File: config.mk
export PLATFORM = sky130hd
export DESIGN_NAME = fpga_status_tx
export DESIGN_NICKNAME = d
export VERILOG_FILES = /design/src/rtl/fpga_status_tx_pkg.sv /design/src/rtl/fpga_status_chan.sv /design/src/rtl/fpga_status_tx.sv
export SDC_FILE = /design/constraint.sdc
export NUM_CORES = 2
export LEC_CHECK = 0
export BUFFER_PORTS_ARGS = -buffer_cell sky130_fd_sc_hd__buf_4
export CAP_MARGIN = 25
export CORE_UTILIZATION = 40
export CTS_BUF_LIST = sky130_fd_sc_hd__clkbuf_4 sky130_fd_sc_hd__clkbuf_8
export CTS_CLUSTER_DIAMETER = 60
export DETAILED_ROUTE_END_ITERATION = 12
export SYNTH_ARGS = -nofsm -noshare
export SYNTH_HDL_FRONTEND = slang
export SYNTH_SLANG_ARGS = --single-unit
File: constraint.sdc
create_clock -name clk -period 84 [get_ports clk]
set_clock_uncertainty 0.2 [all_clocks]
set_input_delay 4.2 -clock clk [delete_from_list [all_inputs] [get_ports clk]]
set_output_delay 4.2 -clock clk [all_outputs]
set_load 0.01 [all_outputs]
File: src/rtl/fpga_status_tx_pkg.sv
// Shared definitions for the status read-back block: command codes, the error
// byte, channel FSM states and the response byte1 selection.
package fpga_status_tx_pkg;

  localparam int BYTE_W = 8;

  localparam logic [7:0] CMD_SNAP = 8'h00;
  localparam logic [7:0] CMD_CHG  = 8'h01;
  localparam logic [7:0] ERR_BYTE = 8'hEE;

  typedef enum logic {
    ST_IDLE  = 1'b0,
    ST_SEND1 = 1'b1
  } state_t;

  // Second response byte for a command, from the values seen at the accept edge.
  function automatic logic [7:0] resp_byte1(input logic [7:0] cmd,
                                            input logic [7:0] status,
                                            input logic [7:0] mask);
    case (cmd)
      CMD_SNAP: return status;
      CMD_CHG:  return mask;
      default:  return ERR_BYTE;
    endcase
  endfunction

endpackage

File: src/rtl/fpga_status_chan.sv
// One status channel: accept/drop FSM, change-mask tracker and a
// first-word-fall-through response FIFO.
module fpga_status_chan
  import fpga_status_tx_pkg::*;
#(
  parameter int DEPTH = 16
) (
  input  logic       clk,
  input  logic       rst,
  input  logic [7:0] master_data,
  input  logic       valid,
  input  logic [7:0] status,
  input  logic       rdreq,
  output logic       have_msg,
  output logic [7:0] slave_data,
  output logic [7:0] len,
  output logic       drop
);

  localparam int AW = $clog2(DEPTH);
  localparam int CW = $clog2(DEPTH + 1);

  state_t          state_q, state_d;
  logic [7:0]      byte1_q, byte1_d;
  logic [7:0]      prev_q, prev_d;
  logic [7:0]      mask_q, mask_d;
  logic            primed_q, primed_d;
  logic            drop_q, drop_d;
  logic [AW-1:0]   wr_ptr_q, wr_ptr_d;
  logic [AW-1:0]   rd_ptr_q, rd_ptr_d;
  logic [CW-1:0]   count_q, count_d;
  logic [7:0]      mem_q [DEPTH];

  logic            accept;
  logic            push;
  logic            pop;
  logic            clear_mask;
  logic [7:0]      push_data;

  // Room for both bytes is checked before any same-cycle pop, so a message is never split.
  assign accept = (state_q == ST_IDLE) && valid && (count_q <= CW'(DEPTH - 2));
  assign pop    = rdreq && (count_q != '0);

  always_ff @(posedge clk or posedge rst) begin
    if (rst) begin
      state_q  <= ST_IDLE;
      byte1_q  <= '0;
      prev_q   <= '0;
      mask_q   <= '0;
      primed_q <= 1'b0;
      drop_q   <= 1'b0;
      wr_ptr_q <= '0;
      rd_ptr_q <= '0;
      count_q  <= '0;
      for (int i = 0; i < DEPTH; i++) mem_q[i] <= '0;
    end else begin
      state_q  <= state_d;
      byte1_q  <= byte1_d;
      prev_q   <= prev_d;
      mask_q   <= mask_d;
      primed_q <= primed_d;
      drop_q   <= drop_d;
      wr_ptr_q <= wr_ptr_d;
      rd_ptr_q <= rd_ptr_d;
      count_q  <= count_d;
      if (push) mem_q[wr_ptr_q] <= push_data;
    end
  end

  always_comb begin
    state_d = state_q;
    case (state_q)
      ST_IDLE:  if (accept) state_d = ST_SEND1;
      ST_SEND1: state_d = ST_IDLE;
      default:  state_d = ST_IDLE;
    endcase
  end

  always_comb begin
    push       = 1'b0;
    push_data  = master_data;
    drop_d     = 1'b0;
    clear_mask = 1'b0;
    byte1_d    = byte1_q;
    case (state_q)
      ST_IDLE: begin
        if (accept) begin
          push       = 1'b1;
          byte1_d    = resp_byte1(master_data, status, mask_q);
          clear_mask = (master_data == CMD_CHG);
        end else begin
          drop_d = valid;
        end
      end
      ST_SEND1: begin
        push      = 1'b1;
        push_data = byte1_q;
        drop_d    = valid;
      end
      default: ;
    endcase
  end

  // A change landing in the same cycle as a CHG clear is kept for the next query.
  always_comb begin
    prev_d   = status;
    primed_d = 1'b1;
    mask_d   = (clear_mask ? 8'h00 : mask_q) | (primed_q ? (status ^ prev_q) : 8'h00);
    wr_ptr_d = push ? wr_ptr_q + AW'(1) : wr_ptr_q;
    rd_ptr_d = pop  ? rd_ptr_q + AW'(1) : rd_ptr_q;
    count_d  = count_q;
    if (push && !pop) count_d = count_q + CW'(1);
    if (!push && pop) count_d = count_q - CW'(1);
  end

  assign have_msg   = (count_q != '0);
  assign slave_data = mem_q[rd_ptr_q];
  assign len        = 8'(count_q);
  assign drop       = drop_q;

endmodule

File: src/rtl/fpga_status_tx.sv
// Host read-back of per-channel board status: one independent query/response
// channel per status source.
module fpga_status_tx
  import fpga_status_tx_pkg::*;
#(
  parameter int N_CH  = 10,
  parameter int DEPTH = 16
) (
  input  logic                     clk,
  input  logic                     rst,
  input  logic [BYTE_W-1:0]        master_data,
  input  logic [N_CH-1:0]          valid_bus,
  input  logic [N_CH*BYTE_W-1:0]   status_bus,
  input  logic [N_CH-1:0]          rdreq_bus,
  output logic [N_CH-1:0]          have_msg_bus,
  output logic [N_CH*BYTE_W-1:0]   slave_data_bus,
  output logic [N_CH*BYTE_W-1:0]   len_bus,
  output logic [N_CH-1:0]          drop_bus
);

  for (genvar i = 0; i < N_CH; i++) begin : g_chan
    fpga_status_chan #(
      .DEPTH(DEPTH)
    ) u_chan (
      .clk        (clk),
      .rst        (rst),
      .master_data(master_data),
      .valid      (valid_bus[i]),
      .status     (status_bus[i*BYTE_W +: BYTE_W]),
      .rdreq      (rdreq_bus[i]),
      .have_msg   (have_msg_bus[i]),
      .slave_data (slave_data_bus[i*BYTE_W +: BYTE_W]),
      .len        (len_bus[i*BYTE_W +: BYTE_W]),
      .drop       (drop_bus[i])
    );
  end

endmodule

==> impl_metrics.json <==
{
  "outcome": "complete, no violations",
  "synthTopCellsByArea": "dfrtp_1 56%, mux4_2 9.7%, a2bb2oi_1 9.5%",
  "globalplace.congestion": 0.852,
  "num_vias": 49400,
  "die_area_um2": 188000,
  "synth_compound_area_share_pct": 20.1,
  "hold_path.class": "register to register",
  "synthMuxAreaShare_pct": 11.2,
  "io_buffers": 259,
  "layout_setup_ws_ns": 75.34,
  "synth-edff-count": 0,
  "ys_seq_area_share_pct": 56.0,
  "path_common_cell": "buf_4",
  "wl_per_cell_um": 24.3,
  "holdWs_ns": 0.280,
  "post_cts_buffers": 0,
  "root_buffer": "clkbuf_8",
  "hpwl_um": 130000,
  "met3_usage_pct": 3.66,
  "drive_above_1_share_pct": 22.2,
  "synth.most_common_cell": "dfrtp_1",
  "synthAdderAreaFrac_pct": 1.78,
  "ios": 290,
  "grt_pass1_wl_um": 319000,
  "vias_per_cell": 5.84,
  "clockBufferDepth": 4,
  "synthTopCellsByCount": "1671 x dfrtp_1, 812 x a2bb2oi_1, 494 x o22a_1",
  "post_cts_resized": 0,
  "required_ns": 84.99,
  "wl_um": 205000,
  "cts.clk_slew.worst_paths_ns": 0.05,
  "synth_xor_area_share_pct": 1.99,
  "final_nets": 5978,
  "yosys_most_used_dff": "dfrtp_1",
  "nFillCells": 16700,
  "worst_pin_slew_ns": 1.04,
  "core_um2": 185000,
  "hold_viol": 0,
  "rsz0062_at_grt": "no",
  "pre_cts_slack_ns": 73.38,
  "start_kind": "input port",
  "cts_tree": "built",
  "h-tree-depth": 5,
  "dp.cells": 7924,
  "drt_iter0_drc": 3656,
  "syn_inst": 5557,
  "ys_types": 64,
  "synthSimpleGateAreaFrac_pct": 5.25,
  "ys_ff_latch": 1671,
  "cts_made_buffers": 307,
  "post-route-cell-area_um2": 85100,
  "initial_core_util_pct": 40.3,
  "cts.sinks": 1671,
  "syn_to_final_growth_pct": 14.0,
  "instances_no_fill": 8463,
  "syn-cell-area_um2": 74700,
  "vdd_drop_max_v": 0.0000225,
  "multi_input_area_um2": 30300,
  "path_cells": "buf_4 -> inv_8 -> buf_16 -> buf_4 -> buf_4 -> buf_4 -> buf_4 -> buf_16 -> buf_12 -> buf_4 -> buf_12",
  "grtUsageMet2_pct": 34.5,
  "fin_crit_ns": 8.66,
  "crit_type": "input port to asynchronous set/reset pin",
  "final_antenna_net_count": 0,
  "yosysTopAreaCellShare_pct": 56.0,
  "grt-ovfl-total": 0,
  "num_rows": 158,
  "ys_warn_count": 0,
  "powerDensity_nw_per_um2": 43.2,
  "drt_pass1_iterations": 5,
  "path_max_fanout": 165,
  "placed_cell_area_um2": 78500,
  "worstPathArrival_ns": 9.65,
  "yosysTopAreaCell": "dfrtp_1",
  "slew_violations": 0,
  "track_usage_pct": 21.9,
  "fmax_ghz": 0.115,
  "clock_latency_ns": 1.02,
  "gr-max-usage-layer": "met2",
  "slowest_stage": "buf_4",
  "use_met1_pct": 30.0,
  "slowest_delay_ns": 0.78,
  "cap_violations": 0,
  "area.sequential_um2": 41800,
  "async_reset_ff_share_pct": 100,
  "antenna_found_initial": 20,
  "drc": 0,
  "grt_max_degree": 166,
  "synth_top_family_by_area": "compound AO/OA/AOI/OAI gates",
  "endpoint_kind": "asynchronous set/reset pin",
  "setup_violations": 0,
  "final.setup.tns_ns": 0,
  "synth_area_per_cell_um2": 13.4,
  "cts_hold_buf": 0,
  "grt_pass1_vias": 51700,
  "post-route-period-util_pct": 10.3,
  "die_y_um": 434,
  "p_leak_nw": 34.9,
  "die_width_um": 434,
  "maxSlewHeadroom_pct": 30.8
}
## placed cells by master (no fill, tap or decap), drive strengths merged, types with 105 or more instances in the layout
cell type / count
clkbuf: 465
nand2: 184
a2bb2oi: 816
inv: 105
buf: 390
o22a: 494
mux4: 320
xor2: 107
nor2b: 136
dfrtp: 1671
nor2: 194
a22oi: 172
## critical path: cells and delay by family
family | cells | cell delay (ns)
buf+inv | 11 | 5.10
## kinds of logic (layout without fill, tap and decap cells)
| logic type | after synthesis | after routing |
|---|---|---|
| buf+inv | 631 | 1020 |
| compound gates | 1810 | 1810 |
| mux | 430 | 430 |
| other cells | 2 | 39 |
| fa+ha+maj | 100 | 100 |
| flops | 1671 | 1671 |
| xor+xnor | 170 | 170 |
| simple gates | 743 | 743 |
## layout make-up
type | instances | area share (%)
sequential | 1671 | 49.2
multi-input combinational | 3284 | 35.6
clock buffer | 465 | 6.81
timing repair buffer | 390 | 3.75
tap | 2480 | 3.65
inverter | 114 | 0.512
clock inverter | 51 | 0.504
antenna | 8 | 0.0235
## flip-flops by register name, summed over array words and instances, names as in the netlist
signal and cells:
g_chan.u_chan.mem_q 1280, g_chan.u_chan.byte1_q 80, g_chan.u_chan.mask_q 80, g_chan.u_chan.prev_q 80, g_chan.u_chan.count_q 50, g_chan.u_chan.rd_ptr_q 40, g_chan.u_chan.wr_ptr_q 40, g_chan.u_chan.drop 10
g_chan.u_chan.state_q 10, g_chan.u_chan.primed_q 1
## worst paths after layout
check	start	endpoint	slack (ns)	cells after the start
max	rst	g_chan[7].u_chan.mask_q[1]	75.34	11
min	g_chan[1].u_chan.mem_q[70]	g_chan[1].u_chan.mem_q[70]	0.28	1
max reg2reg	g_chan[9].u_chan.state_q	g_chan[9].u_chan.count_q[4]	80.49	8
min reg2reg	g_chan[1].u_chan.mem_q[70]	g_chan[1].u_chan.mem_q[70]	0.28	1
max in group clk	g_chan[5].u_chan.rd_ptr_q[0]	slave_data_bus[47]	76.00	5
min in group asynchronous	rst	g_chan[0].u_chan.mem_q[26]	2.87	2
## stage by stage
step	utilization (%)	power, W
global placement	42.3	0.00283
finish	45.9	0.00367
floorplan	-	0.00240
detailed placement	42.4	0.00288
global route	45.9	0.00389
CTS	45.7	0.00369
## per-layer routing
metal	share of wire, %	wire, um	vias to the layer above
met4	3.9	8010	2
met3	4.7	9700	405
met1	44	89700	26000
li1	-	-	21700
met2	48	98000	1354
met5	0.0068	14	-
## report_power, final
part / switching (W) / internal, W
clock: 0.000338 / 0.000456
sequential: 0.000252 / 0.00115
combinational: 0.000731 / 0.000746
(Power assumes the default switching activity.)
